`src/rtl/mod12_run_ctrl_if.sv`:
```
// Command, shared-counter and completion signals of the mod-12 run controller.
// The controller connects through the slave modport; requesters and the counter use master.
interface mod12_run_ctrl_if #(
  parameter int LEN_W = 8
);
  logic             req0_valid;
  logic             req0_ready;
  logic [3:0]       req0_start;
  logic             req0_dir;
  logic [LEN_W-1:0] req0_len;
  logic             req1_valid;
  logic             req1_ready;
  logic [3:0]       req1_start;
  logic             req1_dir;
  logic [LEN_W-1:0] req1_len;
  logic [3:0]       ctr_count;
  logic             ctr_load;
  logic             ctr_mode;
  logic [3:0]       ctr_data;
  logic             busy;
  logic             done;
  logic             done_id;
  logic [3:0]       done_value;
  logic             done_err;

  modport slave (
    input  req0_valid, req0_start, req0_dir, req0_len,
    input  req1_valid, req1_start, req1_dir, req1_len,
    input  ctr_count,
    output req0_ready, req1_ready,
    output ctr_load, ctr_mode, ctr_data,
    output busy, done, done_id, done_value, done_err
  );

  modport master (
    output req0_valid, req0_start, req0_dir, req0_len,
    output req1_valid, req1_start, req1_dir, req1_len,
    output ctr_count,
    input  req0_ready, req1_ready,
    input  ctr_load, ctr_mode, ctr_data,
    input  busy, done, done_id, done_value, done_err
  );
endinterface

```
`src/rtl/mod12_run_ctrl.sv`:
```
// Round-robin sequencer for a shared mod-12 up/down counter: load, step for len cycles,
// freeze, then report the final value cross-checked against an internal mirror counter.
module mod12_run_ctrl #(
  parameter int LEN_W = 8,
  parameter int MOD   = 12
) (
  input logic             clock,
  input logic             reset,
  mod12_run_ctrl_if.slave bus
);

  typedef enum logic [1:0] {
    ST_IDLE = 2'd0,
    ST_LOAD = 2'd1,
    ST_RUN  = 2'd2,
    ST_DONE = 2'd3
  } state_e;

  localparam logic [3:0] MOD_TOP = 4'(MOD - 1);
  localparam logic [3:0] MOD_LIM = 4'(MOD);

  state_e           state_q, state_d;
  logic             prio_q, prio_d;
  logic             id_q, id_d;
  logic [3:0]       start_q, start_d;
  logic             dir_q, dir_d;
  logic [LEN_W-1:0] step_q, step_d;
  logic [3:0]       mirror_q, mirror_d;
  logic             err_q, err_d;
  logic             done_id_q, done_id_d;
  logic [3:0]       done_value_q, done_value_d;

  logic             ready0_s, ready1_s;
  logic             ctr_load_s, ctr_mode_s;
  logic [3:0]       ctr_data_s;
  logic             busy_s, done_s, done_err_s, done_id_s;
  logic [3:0]       done_value_s;

  function automatic logic [3:0] mod_step(input logic [3:0] v, input logic up);
    if (up) begin
      return (v == MOD_TOP) ? 4'd0 : v + 4'd1;
    end else begin
      return (v == 4'd0) ? MOD_TOP : v - 4'd1;
    end
  endfunction

  always_comb begin
    state_d      = state_q;
    prio_d       = prio_q;
    id_d         = id_q;
    start_d      = start_q;
    dir_d        = dir_q;
    step_d       = step_q;
    mirror_d     = mirror_q;
    err_d        = err_q;
    done_id_d    = done_id_q;
    done_value_d = done_value_q;
    ready0_s     = 1'b0;
    ready1_s     = 1'b0;
    ctr_load_s   = 1'b1;
    ctr_mode_s   = 1'b0;
    ctr_data_s   = bus.ctr_count;
    busy_s       = 1'b0;
    done_s       = 1'b0;
    done_err_s   = 1'b0;
    done_id_s    = done_id_q;
    done_value_s = done_value_q;

    case (state_q)
      ST_IDLE: begin
        // prio_q names the requester that wins a tie; it flips to the other side on every grant
        if (bus.req0_valid && (!bus.req1_valid || !prio_q)) begin
          ready0_s = 1'b1;
          id_d     = 1'b0;
          start_d  = bus.req0_start;
          dir_d    = bus.req0_dir;
          step_d   = bus.req0_len;
          prio_d   = 1'b1;
          state_d  = ST_LOAD;
        end else if (bus.req1_valid) begin
          ready1_s = 1'b1;
          id_d     = 1'b1;
          start_d  = bus.req1_start;
          dir_d    = bus.req1_dir;
          step_d   = bus.req1_len;
          prio_d   = 1'b0;
          state_d  = ST_LOAD;
        end else begin
          state_d  = ST_IDLE;
        end
      end
      ST_LOAD: begin
        busy_s = 1'b1;
        if (start_q >= MOD_LIM) begin
          ctr_data_s = 4'd0;
          mirror_d   = 4'd0;
          err_d      = 1'b1;
        end else begin
          ctr_data_s = start_q;
          mirror_d   = start_q;
          err_d      = 1'b0;
        end
        state_d = (step_q == '0) ? ST_DONE : ST_RUN;
      end
      ST_RUN: begin
        ctr_load_s = 1'b0;
        ctr_mode_s = dir_q;
        busy_s     = 1'b1;
        mirror_d   = mod_step(mirror_q, dir_q);
        step_d     = step_q - LEN_W'(1);
        state_d    = (step_q == LEN_W'(1)) ? ST_DONE : ST_RUN;
      end
      ST_DONE: begin
        busy_s       = 1'b1;
        done_s       = 1'b1;
        done_id_s    = id_q;
        done_value_s = bus.ctr_count;
        done_err_s   = err_q || (bus.ctr_count != mirror_q);
        done_id_d    = id_q;
        done_value_d = bus.ctr_count;
        state_d      = ST_IDLE;
      end
      default: begin
        state_d = ST_IDLE;
      end
    endcase
  end

  // State, arbitration pointer, captured command, mirror and held completion report
  always_ff @(posedge clock) begin
    if (reset) begin
      state_q      <= ST_IDLE;
      prio_q       <= 1'b0;
      id_q         <= 1'b0;
      start_q      <= 4'd0;
      dir_q        <= 1'b0;
      step_q       <= '0;
      mirror_q     <= 4'd0;
      err_q        <= 1'b0;
      done_id_q    <= 1'b0;
      done_value_q <= 4'd0;
    end else begin
      state_q      <= state_d;
      prio_q       <= prio_d;
      id_q         <= id_d;
      start_q      <= start_d;
      dir_q        <= dir_d;
      step_q       <= step_d;
      mirror_q     <= mirror_d;
      err_q        <= err_d;
      done_id_q    <= done_id_d;
      done_value_q <= done_value_d;
    end
  end

  // Reset silences the handshake and report immediately, even mid-run, and freezes the counter
  assign bus.req0_ready = reset ? 1'b0 : ready0_s;
  assign bus.req1_ready = reset ? 1'b0 : ready1_s;
  assign bus.ctr_load   = reset ? 1'b1 : ctr_load_s;
  assign bus.ctr_mode   = reset ? 1'b0 : ctr_mode_s;
  assign bus.ctr_data   = reset ? bus.ctr_count : ctr_data_s;
  assign bus.busy       = reset ? 1'b0 : busy_s;
  assign bus.done       = reset ? 1'b0 : done_s;
  assign bus.done_id    = reset ? 1'b0 : done_id_s;
  assign bus.done_value = reset ? 4'd0 : done_value_s;
  assign bus.done_err   = reset ? 1'b0 : done_err_s;

endmodule

```
`src/flat_wrapper.sv`:
```
// flat-port wrapper written by rule: the top's interface ports become plain ports
module mod12_run_ctrl_flat 
#(
  parameter int LEN_W = 8,
  parameter int MOD   = 12
)
  (clock, reset, bus_req0_valid, bus_req0_start, bus_req0_dir, bus_req0_len, bus_req1_valid, bus_req1_start, bus_req1_dir, bus_req1_len, bus_ctr_count, bus_req0_ready, bus_req1_ready, bus_ctr_load, bus_ctr_mode, bus_ctr_data, bus_busy, bus_done, bus_done_id, bus_done_value, bus_done_err);
  mod12_run_ctrl_if #(.LEN_W(LEN_W)) bus_i ();
  input logic clock;
  input logic reset;
  input wire logic [$bits(bus_i.req0_valid)-1:0] bus_req0_valid;
  input wire logic [$bits(bus_i.req0_start)-1:0] bus_req0_start;
  input wire logic [$bits(bus_i.req0_dir)-1:0] bus_req0_dir;
  input wire logic [$bits(bus_i.req0_len)-1:0] bus_req0_len;
  input wire logic [$bits(bus_i.req1_valid)-1:0] bus_req1_valid;
  input wire logic [$bits(bus_i.req1_start)-1:0] bus_req1_start;
  input wire logic [$bits(bus_i.req1_dir)-1:0] bus_req1_dir;
  input wire logic [$bits(bus_i.req1_len)-1:0] bus_req1_len;
  input wire logic [$bits(bus_i.ctr_count)-1:0] bus_ctr_count;
  output wire logic [$bits(bus_i.req0_ready)-1:0] bus_req0_ready;
  output wire logic [$bits(bus_i.req1_ready)-1:0] bus_req1_ready;
  output wire logic [$bits(bus_i.ctr_load)-1:0] bus_ctr_load;
  output wire logic [$bits(bus_i.ctr_mode)-1:0] bus_ctr_mode;
  output wire logic [$bits(bus_i.ctr_data)-1:0] bus_ctr_data;
  output wire logic [$bits(bus_i.busy)-1:0] bus_busy;
  output wire logic [$bits(bus_i.done)-1:0] bus_done;
  output wire logic [$bits(bus_i.done_id)-1:0] bus_done_id;
  output wire logic [$bits(bus_i.done_value)-1:0] bus_done_value;
  output wire logic [$bits(bus_i.done_err)-1:0] bus_done_err;
  assign bus_i.req0_valid = bus_req0_valid;
  assign bus_i.req0_start = bus_req0_start;
  assign bus_i.req0_dir = bus_req0_dir;
  assign bus_i.req0_len = bus_req0_len;
  assign bus_i.req1_valid = bus_req1_valid;
  assign bus_i.req1_start = bus_req1_start;
  assign bus_i.req1_dir = bus_req1_dir;
  assign bus_i.req1_len = bus_req1_len;
  assign bus_i.ctr_count = bus_ctr_count;
  assign bus_req0_ready = bus_i.req0_ready;
  assign bus_req1_ready = bus_i.req1_ready;
  assign bus_ctr_load = bus_i.ctr_load;
  assign bus_ctr_mode = bus_i.ctr_mode;
  assign bus_ctr_data = bus_i.ctr_data;
  assign bus_busy = bus_i.busy;
  assign bus_done = bus_i.done;
  assign bus_done_id = bus_i.done_id;
  assign bus_done_value = bus_i.done_value;
  assign bus_done_err = bus_i.done_err;
  mod12_run_ctrl #(.LEN_W(LEN_W), .MOD(MOD)) u_core (.clock(clock), .reset(reset), .bus(bus_i));
endmodule
```
`config.mk`:
```
export PLATFORM = sky130hd
export DESIGN_NAME = mod12_run_ctrl_flat
export DESIGN_NICKNAME = d
export VERILOG_FILES = /design/src/rtl/mod12_run_ctrl_if.sv /design/src/rtl/mod12_run_ctrl.sv /design/src/flat_wrapper.sv
export SDC_FILE = /design/constraint.sdc
export NUM_CORES = 1
export LEC_CHECK = 0
export CAP_MARGIN = 15
export CORE_ASPECT_RATIO = 0.6
export CORE_MARGIN = 5
export CORE_UTILIZATION = 48
export DETAILED_ROUTE_END_ITERATION = 10
export PLACE_DENSITY_LB_ADDON = 0.2
export SYNTH_ARGS = -nofsm -noshare
export SYNTH_HDL_FRONTEND = slang
export SYNTH_SLANG_ARGS = --single-unit
export TNS_END_PERCENT = 1
```
`constraint.sdc`:
```
create_clock -name clock -period 2.06 [get_ports clock]
set_clock_uncertainty 0.05 [all_clocks]
set_input_delay 0.206 -clock clock [delete_from_list [all_inputs] [get_ports clock]]
set_output_delay 0.206 -clock clock [all_outputs]
set_load 0.02 [all_outputs]
```
==> impl_results.md <==
- Detail Placement HPWL: 4025 um
- Layout cells sized above 1: 0.1469
- GPL Wtd Cong: 0.8803
- Switch Pwr: 721.8 uW
- Register share of total power: 0.379
- Multi-input gate area: 1156 um2
- Max-cap viol count: 0
- Warnings from Yosys: 0
- Yosys reg bits: 27
- Setup tns final: 0 ns
- Layout filler cell count: 316
- M3 GR Usage: 0.05916
- Distinct cell type count after synthesis: 45
- Seq/Total Area, Yosys: 0.3057
- Maximum fanout along the worst path: 8
- Worst-Skew Late Latency: 0.28 ns
- Total CTS buffers: 3
- Syn Std Cell Area: 1768 um2
- Routed vias/inst: 5.489
- Primary FF master, synth: dfxtp_1
- Number of placed I/O pins: 50
- Status: finished, final reports clean
- Synth Net Count: 264
- Final core occ: 0.6848
- Worst-path clk slew: 0.09 ns
- Power Density: 763.6 nW/um2
- Leak pwr: 0.001063 uW
- Crit Path Class: flip-flop to primary output
- Cts hold-fix bufs: 0
- NumNets Final: 331
- Pint: 1169 uW
- Clk sinks: 27
- Crit path DAT: 1.71 ns
- Cells after Synth: 220
- Post-DRT Antenna Nets: 0
- Grt peak-use layer: met1
- Worst min path class: flip-flop to flip-flop
- Global Route met2 Usage: 0.2801
- Clk pwr share: 0.160
- Via count: 1,828
- Unrepaired setup endpoints after global routing: yes
- Crit path time final: 1.971 ns
- Clk root buf: clkbuf_8
- Initial antenna violation count: 0
- Maximum clock insertion buffer count: 2
- FP Rows: 17
- Synth Area per Inst: 8.036 um2
- Slew Limit Headroom: 0.6834
- H-tree Lvls: 1
- Worst Tran Pin Value: 0.4731 ns
- Die area: 5037 um2
- Drt first pass iters: 5
- Fmax: 0.5074 GHz
- Critical path data required time: 1.80 ns
- Fin. max-slew vios: 0
- Simple-Gate Fraction of Synth Area: 0.2343
- Cts repair resizes: 14
- Global-route wire length before repair: 8328 um
- Final hold violation count: 0
- Port Buffer Count: 49
- DRT iter0 DRCs: 135
- Setup violations, final: 0
- Reg2Reg Setup Slack: 0.17 ns
- Largest net degree at the start of global routing: 16
- # diodes: 0
- Met1 Use GR: 0.3368
- Multiplexer area fraction after synthesis: 0.08422
- Die X: 88.35 um
- Logic pwr share: 0.461
- Synthesis-to-layout area growth: 40.06%
- Post-CTS Setup Bufs: 0
- Initial Util: 0.4889
- Final WL: 5028 um
- Main combinational cell family by area after synthesis: simple AND/OR/NAND/NOR gates
- Congestion Overflow GR: 0
- Crit path capture type: primary output
- Post-synth EDFFs: 0
- Die Height: 57.01 um
- Post-synthesis compound-gate area fraction: 0.2335
- Wire per inst: 15.10 um
- Total Routing Usage GR: 0.2099
- Worst setup SP type: flip-flop
- Core area: 3616 um2
- Period utilisation layout: 0.9567
- CTS tree: done
- Drt drc: 0
- Seq. cell area: 540.5 um2
- FFs w/ async S/R, synth: 0
- Max IR drop VDD: 424.5 uV
- Vias in the first global route: 1,699
- Post-Synth XOR/XNOR Area: 0.02972
- Sw Share: 0.3817
- Adder-cell share of the synthesized area: 0.07077
## cells by family (layout without fill, tap and decap cells)
kind of cell	count (synthesis)	after routing
XOR/XNOR	6	6
buffers and inverters	19	85
multiplexers	14	14
flip-flops	27	27
adder cells (fa/ha/maj)	10	10
AND/OR/NAND/NOR	84	84
AO/OA/AOI/OAI	60	60
## critical path, cell delays in order (launching register included)
cell and delay (ns):
dfxtp_1 0.38, inv_1 0.10, ha_1 0.24, nand2b_1 0.21, nand2_1 0.08, o21ai_0 0.07, dlygate4sd2_1 0.35
## power groups by stage
stage	Combinational (uW)	Clock, uW	Sequential, uW
2_1_floorplan	586	0	684
3_3_place_gp	858	0	721
3_5_place_dp	870	0	723
4_1_cts	862	311	712
5_1_grt	953	340	729
6_report	871	303	716
## area by class of cell
class,count,share of cell area
multi-input combinational,174,0.4669
timing repair buffer,71,0.2577
sequential,27,0.2183
tap,47,0.02375
clock buffer,4,0.01819
inverter,10,0.01516
## cell usage in the layout, fill, tap and decap left out, types with 3 or more instances in the layout
master,Yosys,final
ha_1,10,9
nand3_1,4,4
clkdlybuf4s50_1,0,33
dlymetal6s2s_1,0,3
o21ai_0,12,12
nand2_1,25,25
nor2_1,25,25
clkbuf_8,0,3
a31oi_1,3,3
mux2_2,7,7
nor3_1,6,6
o31a_1,3,3
o211ai_1,3,3
a21oi_1,14,14
dfxtp_1,27,27
a22oi_1,4,4
a221oi_1,3,3
inv_1,10,10
nand2b_1,6,6
dlygate4sd2_1,0,9
mux2i_1,7,7
buf_4,0,23
xnor2_1,5,5
nor2b_1,5,5
## synthesized netlist by cell type (6+ instances only)
| cell | instances | area, um2 |
|---|---|---|
| a21oi_1 | 14 | 70.07 |
| clkbuf_1 | 7 | 26.28 |
| dfxtp_1 | 27 | 540.5 |
| ha_1 | 10 | 125.1 |
| inv_1 | 10 | 37.54 |
| mux2_2 | 7 | 78.83 |
| mux2i_1 | 7 | 70.07 |
| nand2_1 | 25 | 93.84 |
| nand2b_1 | 6 | 37.54 |
| nor2_1 | 25 | 93.84 |
| nor3_1 | 6 | 30.03 |
| o21ai_0 | 12 | 60.06 |
## stage by stage
step	hold WS [ns]	setup WS [ns]	cell area, um2	power, uW	instances
finish	0.4122	0.08930	2476	1891	333
global route	0.4505	-0.05474	2476	2021	333
CTS	0.4144	-0.1275	2476	1886	333
detailed placement	0.3930	-0.09619	2446	1594	329
global placement	0.3900	-0.05507	2446	1579	329
floorplan	0.2456	0.3149	1768	1270	220
## flip-flops by register name, summed over array words and instances, names as in the netlist
| register | cells |
|---|---|
| u_core.dir_q | 1 |
| u_core.done_id_q | 1 |
| u_core.done_value_q | 4 |
| u_core.err_q | 1 |
| u_core.id_q | 1 |
| u_core.mirror_q | 4 |
| u_core.prio_q | 1 |
| u_core.start_q | 4 |
| u_core.state_q | 2 |
| u_core.step_q | 8 |
## worst paths after layout
path,endpoint,depth (start not counted),from
setup / recovery,bus_ctr_data[2],6,u_core.state_q[1]$_SDFF_PP0_
hold / removal,u_core.id_q$_SDFFE_PP0P_,1,u_core.id_q$_SDFFE_PP0P_
setup reg to reg,u_core.step_q[0]$_SDFFE_PP0P_,7,u_core.state_q[0]$_SDFF_PP0_
hold reg to reg,u_core.id_q$_SDFFE_PP0P_,1,u_core.id_q$_SDFFE_PP0P_
## per-layer routing
| metal | vias to the layer above | share of wire |
|---|---|---|
| li1 | 924 | - |
| met1 | 814 | 0.51 |
| met2 | 86 | 0.39 |
| met3 | 4 | 0.092 |
| met4 | 0 | 0.0050 |
| met5 | - | 0 |
(Power assumes the default switching activity.)
